==> src/rtl/sys_array_result_streamer_pkg.sv <==
// sys_array_pkg: shared state type and index width for the systolic-array result path
package sys_array_pkg;
    localparam int IDX_W = 16;
    typedef enum logic {IDLE, STREAM} state_t;
endpackage

==> src/rtl/sys_array_result_streamer_if.sv <==
// sys_array_result_streamer_if: valid/ready element stream carrying raw and requantised results
interface sys_array_result_streamer_if
    import sys_array_pkg::*;
#(
    parameter int DATA_WIDTH = 8
);
    logic                           m_valid;
    logic                           m_ready;
    logic                           m_last;
    logic signed [2*DATA_WIDTH-1:0] m_data;
    logic signed [DATA_WIDTH-1:0]   m_q;
    logic [IDX_W-1:0]               m_row;
    logic [IDX_W-1:0]               m_col;
    modport master (output m_valid, m_data, m_q, m_row, m_col, m_last, input m_ready);
    modport slave  (input m_valid, m_data, m_q, m_row, m_col, m_last, output m_ready);
endinterface

==> src/rtl/sys_array_result_streamer_requant_sat.sv <==
// requant_sat: round-half-up arithmetic right shift of an accumulator, saturated to DATA_WIDTH
module requant_sat #(
    parameter int DATA_WIDTH = 8
) (
    input  logic signed [2*DATA_WIDTH-1:0] x,
    input  logic [3:0]                     shift,
    output logic signed [DATA_WIDTH-1:0]   q
);
    localparam int W = 2*DATA_WIDTH+1;
    localparam logic signed [W-1:0] MAX = W'((1 << (DATA_WIDTH-1)) - 1);
    localparam logic signed [W-1:0] MIN = ~MAX;
    logic signed [W-1:0] w_x, w_r, w_s;
    // one guard bit keeps x + rounding term from wrapping at the accumulator maximum
    always_comb begin
        w_x = W'(x);
        w_r = (shift == 4'd0) ? '0 : W'(1) << (shift - 4'd1);
        w_s = (w_x + w_r) >>> shift;
        q   = (w_s > MAX) ? MAX[DATA_WIDTH-1:0] : (w_s < MIN) ? MIN[DATA_WIDTH-1:0] : w_s[DATA_WIDTH-1:0];
    end
endmodule

==> src/rtl/sys_array_result_streamer.sv <==
// sys_array_result_streamer: captures a result matrix on comp_ready rising and streams it row-major
module sys_array_result_streamer
    import sys_array_pkg::*;
#(
    parameter int DATA_WIDTH = 8,
    parameter int ARRAY_A_W  = 5,
    parameter int ARRAY_W_L  = 5
) (
    input  logic                           clk,
    input  logic                           reset_n,
    input  logic                           comp_ready,
    input  logic signed [2*DATA_WIDTH-1:0] out_data [0:ARRAY_A_W-1][0:ARRAY_W_L-1],
    input  logic [3:0]                     quant_shift,
    sys_array_result_streamer_if.master    m,
    output logic                           busy,
    output logic                           frame_done,
    output logic                           overrun
);
    localparam logic [IDX_W-1:0] LAST_ROW = IDX_W'(ARRAY_A_W-1);
    localparam logic [IDX_W-1:0] LAST_COL = IDX_W'(ARRAY_W_L-1);
    state_t                         r_state, w_next;
    logic                           r_prev_rdy, r_frame_done, r_overrun;
    logic signed [2*DATA_WIDTH-1:0] r_buf [0:ARRAY_A_W-1][0:ARRAY_W_L-1];
    logic [3:0]                     r_shift;
    logic [IDX_W-1:0]               r_row, r_col;
    logic                           w_trig, w_hs, w_last;
    logic signed [2*DATA_WIDTH-1:0] w_data;
    logic signed [DATA_WIDTH-1:0]   w_q;
    assign w_trig = comp_ready & ~r_prev_rdy;
    assign w_last = (r_row == LAST_ROW) && (r_col == LAST_COL);
    assign w_hs   = (r_state == STREAM) && m.m_ready;
    always_comb begin
        w_next = (r_state == IDLE) ? (w_trig ? STREAM : IDLE) : ((w_hs && w_last) ? IDLE : STREAM);
    end
    always_ff @(posedge clk) begin
        r_state <= !reset_n ? IDLE : w_next;
    end
    // coordinates wrap fully to (0,0) after the final element so idle outputs sit at the origin
    always_ff @(posedge clk) begin
        if (!reset_n) begin
            r_prev_rdy   <= 1'b0;
            r_frame_done <= 1'b0;
            r_overrun    <= 1'b0;
            r_shift      <= '0;
            r_row        <= '0;
            r_col        <= '0;
            r_buf        <= '{default: '0};
        end else begin
            r_prev_rdy   <= comp_ready;
            r_frame_done <= w_hs && w_last;
            r_overrun    <= r_overrun | (w_trig && r_state == STREAM);
            if (r_state == IDLE && w_trig) begin
                r_buf   <= out_data;
                r_shift <= quant_shift;
                r_row   <= '0;
                r_col   <= '0;
            end else if (w_hs) begin
                r_col <= (r_col == LAST_COL) ? '0 : r_col + 1'b1;
                r_row <= w_last ? '0 : (r_col == LAST_COL) ? r_row + 1'b1 : r_row;
            end
        end
    end
    always_comb begin
        w_data = '0;
        for (int i = 0; i < ARRAY_A_W; i++)
            for (int j = 0; j < ARRAY_W_L; j++)
                if (r_row == IDX_W'(i) && r_col == IDX_W'(j)) w_data = r_buf[i][j];
    end
    requant_sat #(.DATA_WIDTH(DATA_WIDTH)) u_requant (
        .x     (w_data),
        .shift (r_shift),
        .q     (w_q)
    );
    assign m.m_valid  = r_state == STREAM;
    assign m.m_data   = w_data;
    assign m.m_q      = w_q;
    assign m.m_row    = r_row;
    assign m.m_col    = r_col;
    assign m.m_last   = w_last;
    assign busy       = r_state == STREAM;
    assign frame_done = r_frame_done;
    assign overrun    = r_overrun;
endmodule

==> src/flat_wrapper.sv <==
// flat-port wrapper written by rule: the top's interface ports become plain ports
module sys_array_result_streamer_flat import sys_array_pkg::*;
#(
    parameter int DATA_WIDTH = 8,
    parameter int ARRAY_A_W  = 5,
    parameter int ARRAY_W_L  = 5
)
  (clk, reset_n, comp_ready, out_data, quant_shift, busy, frame_done, overrun, m_m_valid, m_m_data, m_m_q, m_m_row, m_m_col, m_m_last, m_m_ready);
  sys_array_result_streamer_if #(.DATA_WIDTH(DATA_WIDTH)) m_i ();
  input  logic clk;
  input  logic reset_n;
  input  logic comp_ready;
  input  logic signed [2*DATA_WIDTH-1:0] out_data[0:ARRAY_A_W-1][0:ARRAY_W_L-1];
  input  logic [3:0] quant_shift;
  output logic busy;
  output logic frame_done;
  output logic overrun;
  output wire logic [$bits(m_i.m_valid)-1:0] m_m_valid;
  output wire logic [$bits(m_i.m_data)-1:0] m_m_data;
  output wire logic [$bits(m_i.m_q)-1:0] m_m_q;
  output wire logic [$bits(m_i.m_row)-1:0] m_m_row;
  output wire logic [$bits(m_i.m_col)-1:0] m_m_col;
  output wire logic [$bits(m_i.m_last)-1:0] m_m_last;
  input wire logic [$bits(m_i.m_ready)-1:0] m_m_ready;
  assign m_m_valid = m_i.m_valid;
  assign m_m_data = m_i.m_data;
  assign m_m_q = m_i.m_q;
  assign m_m_row = m_i.m_row;
  assign m_m_col = m_i.m_col;
  assign m_m_last = m_i.m_last;
  assign m_i.m_ready = m_m_ready;
  sys_array_result_streamer #(.DATA_WIDTH(DATA_WIDTH), .ARRAY_A_W(ARRAY_A_W), .ARRAY_W_L(ARRAY_W_L)) u_core (.clk(clk), .reset_n(reset_n), .comp_ready(comp_ready), .out_data(out_data), .quant_shift(quant_shift), .m(m_i), .busy(busy), .frame_done(frame_done), .overrun(overrun));
endmodule
==> config.mk <==
export PLATFORM = sky130hd
export DESIGN_NAME = sys_array_result_streamer_flat
export DESIGN_NICKNAME = d
export VERILOG_FILES = /design/src/rtl/sys_array_result_streamer_pkg.sv /design/src/rtl/sys_array_result_streamer_if.sv /design/src/rtl/sys_array_result_streamer_requant_sat.sv /design/src/rtl/sys_array_result_streamer.sv /design/src/flat_wrapper.sv
export SDC_FILE = /design/constraint.sdc
export NUM_CORES = 1
export LEC_CHECK = 0
export BUFFER_PORTS_ARGS = -buffer_cell sky130_fd_sc_hd__buf_4
export CORE_MARGIN = 4
export CORE_UTILIZATION = 57
export CTS_BUF_LIST = sky130_fd_sc_hd__clkbuf_2
export CTS_CLUSTER_DIAMETER = 100
export DETAILED_ROUTE_END_ITERATION = 8
export PLACE_DENSITY = 0.93
export SYNTH_ARGS = -nofsm -noshare
export SYNTH_HDL_FRONTEND = slang
export SYNTH_SLANG_ARGS = --single-unit
==> constraint.sdc <==
create_clock -name clk -period 7.8 [get_ports clk]
set_clock_uncertainty 0.1 [all_clocks]
set_input_delay 0.39 -clock clk [delete_from_list [all_inputs] [get_ports clk]]
set_output_delay 0.39 -clock clk [all_outputs]
set_load 0.005 [all_outputs]
==> results of run 1 <==
cell families after synthesis:
family / count (synthesis) / synth area share
flops: 440 / 0.399
buf+inv: 245 / 0.0424
xor+xnor: 38 / 0.0151
simple gates: 1239 / 0.233
other cells: 1 / 0.000170
mux: 23 / 0.0122
fa+ha+maj: 25 / 0.0145
compound gates: 857 / 0.284
stage by stage:
step | util | worst slack [ns] | hold WS [ns] | instance area (um2)
after floorplan | - | 1.02 | 0.338 | 22100
after global placement | 0.686 | 0.147 | 0.350 | 26000
after detailed placement | 0.686 | 0.0418 | 0.355 | 26000
cell usage after synthesis, types with 6 or more instances:
cell       instances
and2_1            13
o21ai_0           54
a22o_1            19
nor2b_1           14
dfxtp_1          440
nand4_1           17
ha_1              24
a222oi_1          12
o21ai_1           16
or3_1             11
a21oi_1           85
o211a_1            7
a31oi_1           14
nand3_1           31
a22oi_1           11
inv_1             24
a31o_1             6
nor2_1           150
clkbuf_1         202
o211ai_1          13
o22ai_1           42
a2bb2oi_1          6
o21a_1            13
mux2i_1           19
nor3_1            25
nand2b_1          13
a221oi_1          39
xor2_1            18
xnor2_1           20
a211oi_1          30
nor3b_1           13
a21boi_0         404
nor4_1             9
nand2_1          900
a21o_1            10
and3_1            13
o31ai_1           11
buf_1             10
a211o_1           11
==> metrics.md, run 1 <==
| Metric | Value |
|---|---|
| Dpl hpwl | `61100 um` |
| Syn Nets | `3301` |
| Hold Buf Count CTS | `790` |
| Die width | `205 um` |
| Status | `did not finish` |
| Synth unique cells | `85` |
| EDFF count, synth | `0` |
| Area leader, netlist | `dfxtp_1` |
| Setup Buffers After CTS | `53` |
| Ranking of synthesized cells by area | `dfxtp_1, nand2_1, a21boi_0` |
| Seq cells post-synth | `440` |
| Top FF cell, synth | `dfxtp_1` |
| Placed insts | `3700` |
| RePlAce Congestion | `0.975` |
| CTS Buffer Depth | `3` |
| Post-synthesis cell count | `2868` |
| Cell Area, Synth | `22100 um2` |
| Err | `[ERROR RSZ-0060] Max buffer count reached.` |
| CTS Buf Count | `110` |
| Async SR Flop Fraction | `0` |
| Clock Tree Root | `clkbuf_2` |
| Rows | `71` |
| Io pins | `469` |
| Clock sink total | `440` |
| Post-synth top area share | `0.399` |
| Halt Stage | `4_1_cts` |
| Syn_area_per_cell | `7.70 um2` |
| Number of port buffers | `468` |
| Seq/Total Area, Yosys | `0.399` |
| Initial Util | `0.582` |
| Htree depth | `3` |
| Die span in y | `205 um` |
| Post_cts resized | `151` |
| Yosys warns | `0` |
==> run 2: changes to the inputs <==
CORE_UTILIZATION = 40   (was 57)
CTS_BUF_LIST = default   (was sky130_fd_sc_hd__clkbuf_2)
CTS_CLUSTER_DIAMETER = default   (was 100)
PLACE_DENSITY = default   (was 0.93)
PLACE_DENSITY_LB_ADDON = 0.15   (was default)
==> metrics.md, run 2 <==
| Metric | Value |
|---|---|
| Syn_area_per_cell | `7.70 um2 (unchanged)` |
| Status | `finished, final reports clean` |
| Max VDD drop | `0.155 mV` |
| Largest net degree at the start of global routing | `235` |
| Overall via count from detail_route | `24400` |
| Ranking of synthesized cells by area | `dfxtp_1, nand2_1, a21boi_0` |
| Die width | `243 um (+19%)` |
| Reg2reg setup slack | `4.17 ns` |
| WP data arrival | `7.12 ns` |
| Hold Fails Final Rpt | `0` |
| DRT antenna net count | `0` |
| DR iter-0 viols | `2374` |
| PD cells | `177 nW/um2` |
| Worst slew margin | `0.173` |
| Most frequent cells in the layout | `nand2_1, buf_4, dfxtp_1` |
| Rows | `85 (+20%)` |
| Crit path max fanout | `14` |
| Max Slew Vio Count | `0` |
| Io pins | `469 (unchanged)` |
| Clock sink total | `440 (unchanged)` |
| Core area | `54200 um2` |
| Hold WS | `0.0146 ns` |
| Number of port buffers | `468 (unchanged)` |
| Post-synth top cells | `nand2_1, dfxtp_1, a21boi_0, clkbuf_1, nor2_1` |
| Placed insts | `3920 (+5.9%)` |
| Fin cells | `4380` |
| Reg2Reg Depth | `7` |
| Area of the multi-input gates | `13000 um2` |
| Async SR Flop Fraction | `0 (unchanged)` |
| Fmax | `0.131 GHz` |
| Seq. cell area | `8820 um2` |
| Dpl hpwl | `66700 um (+9.2%)` |
| CP max stage delay | `0.47 ns` |
| Synth unique cells | `85 (unchanged)` |
| Die span in y | `243 um (+19%)` |
| Crit path launch | `u_core.m.m_col[14]$_SDFFE_PP0P_` |
| Layout cell share with drive strength beyond 1 | `0.224` |
| Final period util | `0.976` |
| Top FF cell, synth | `dfxtp_1` |
| CTS Buf Count | `48 (-56%)` |
| Synth-to-layout area growth | `47.1%` |
| DR vias/cell | `5.58` |
| GRT Total Usage | `0.303` |
| Vias in the first global route | `24100` |
| Initial antenna violation count | `1` |
| CP Capture Type | `primary output` |
| 1st-pass router iterations | `6` |
| Post-synth top area share | `0.399 (unchanged)` |
| Finished Cell Area | `32500 um2` |
| Largest register FFs | `400` |
| CP Class | `reg2out` |
| Leakage | `13.0 nW` |
| Net count reported at finish | `4076` |
| Commonest non-fill, non-tap cell in the layout | `nand2_1` |
| Yosys warns | `0 (unchanged)` |
| Reg2reg start | `u_core.m.m_col[11]$_SDFFE_PP0P_` |
| Cell Area, Synth | `22100 um2 (unchanged)` |
| Worst-Skew Late Latency | `0.59 ns` |
| EDFF count, synth | `0 (unchanged)` |
| Final core utilization | `0.599` |
| Residual DRC count | `0` |
| Clock Tree Root | `clkbuf_16` |
| Top-count cell post-synth | `nand2_1` |
| Worst path most repeated cell | `buf_4` |
| CTS tree | `done` |
| Max-cap violations | `0` |
| Htree depth | `2 (-1)` |
| WP data required | `7.31 ns` |
| Seq/Total Area, Yosys | `0.399 (unchanged)` |
| Overflow after GRT | `0` |
| Initial Util | `0.407 (-0.175)` |
| Post-Place Cell Area | `26500 um2 (+1.9%)` |
| First-pass GRT wire length | `142000 um` |
| Startpoint Class | `flip-flop` |
| Top reg by flops | `u_core.r_buf` |
| CTS Buffer Depth | `3 (unchanged)` |
| R2R Path End | `u_core.m.m_row[15]$_SDFFE_PP0P_` |
| Worst-margin pin slew | `1.24 ns` |
| Fillcell total | `4735` |
| Fin crit period | `7.61 ns` |
| Seq cells post-synth | `440 (unchanged)` |
| Post-synthesis cell count | `2868 (unchanged)` |
| Area leader, netlist | `dfxtp_1` |
| DRT Wirelength | `94700 um` |
| Wire length per cell | `21.6 um` |
| Syn Nets | `3301 (unchanged)` |
| RePlAce Congestion | `0.906 (-7.1%)` |
| Critical Path End | `m_m_q[6]` |
| DIE AREA | `59000 um2` |
| Worst min path class | `in2reg` |
| Final setup fails | `0` |
| Slowest cell on the critical path | `mux4_2` |
| Clock transition at path regs | `0.06 ns` |
[run 2: cell counts after synthesis]
Identical to the previous run, type by type.
[run 2: kinds of logic (layout without fill, tap and decap cells)]
group	after synthesis	count (layout)	synth area share
mux	23	23	0.0122
flops	440	440	0.399
buf+inv	245	1056	0.0424
compound gates	857	857	0.284
xor+xnor	38	38	0.0151
fa+ha+maj	25	25	0.0145
other cells	1	6	0.000170
simple gates	1239	1239	0.233
[run 2: per-stage QoR]
step,total power [W],setup WS (ns),setup TNS [ns]
global route,0.00595,-0.0422,-0.247
finish,0.00575,0.189,0
global placement,0.00324,-0.0599,-0.383
detailed placement,0.00325,-0.169,-1.13
floorplan,0.00286,1.02,0
CTS,0.00574,0.000893,0
[run 2: layer usage]
metal	up-vias	routed length (um)	global-route usage
li1	11500	-	-
met1	11800	41200	0.404
met2	956	43400	0.489
met3	225	5770	0.0456
met4	0	4340	0.130
met5	-	0	0
[run 2: power by group]
part | internal (W) | total [W] | switching [W]
Clock | 0.00137 | 0.00235 | 0.000976
Combinational | 0.000483 | 0.000950 | 0.000467
Sequential | 0.00237 | 0.00245 | 0.0000833
Total | 0.00422 | 0.00575 | 0.00153
[run 2: area by class of cell]
class                      count  share of cell area
multi-input combinational   2183               0.401
sequential                   440               0.271
timing repair buffer         944               0.247
clock buffer                  66              0.0437
tap                          696              0.0268
clock inverter                20             0.00631
inverter                      26             0.00300
antenna                        5            0.000385
[run 2: how the worst min path moves through the flow]
stage	startpoint	end	cells past startpoint
2_1_floorplan	u_core.r_buf[207]$_SDFFE_PN0P_	u_core.r_buf[207]$_SDFFE_PN0P_	2
3_5_place_dp	u_core.r_buf[367]$_SDFFE_PN0P_	u_core.r_buf[367]$_SDFFE_PN0P_	2
5_1_grt	out_data[217]	u_core.r_buf[217]$_SDFFE_PN0P_	3
4_1_cts	out_data[130]	u_core.r_buf[130]$_SDFFE_PN0P_	3
3_3_place_gp	u_core.r_buf[120]$_SDFFE_PN0P_	u_core.r_buf[120]$_SDFFE_PN0P_	2
6_report	out_data[280]	u_core.r_buf[280]$_SDFFE_PN0P_	3
[run 2: timing repair]
item,CTS,global route
pin swaps,15,49
setup endpoints to repair,7,7
gates resized for setup,54,108
buffers inserted,9,14
hold buffers,346,1
gates cloned,0,0
hold endpoints to repair,346,1
[run 2: worst max-delay path: cells and delay by family, from the launching register on]
kind / cells / cell delay [ns]
AOI/OAI and AO/OA: 15 / 3.11
and+or+nand+nor: 6 / 1.47
buffers and inverters: 5 / 0.87
muxes: 1 / 0.47
DFF: 1 / 0.37
adders and majority gates: 1 / 0.25
Power figures use the tool's default switching activity.
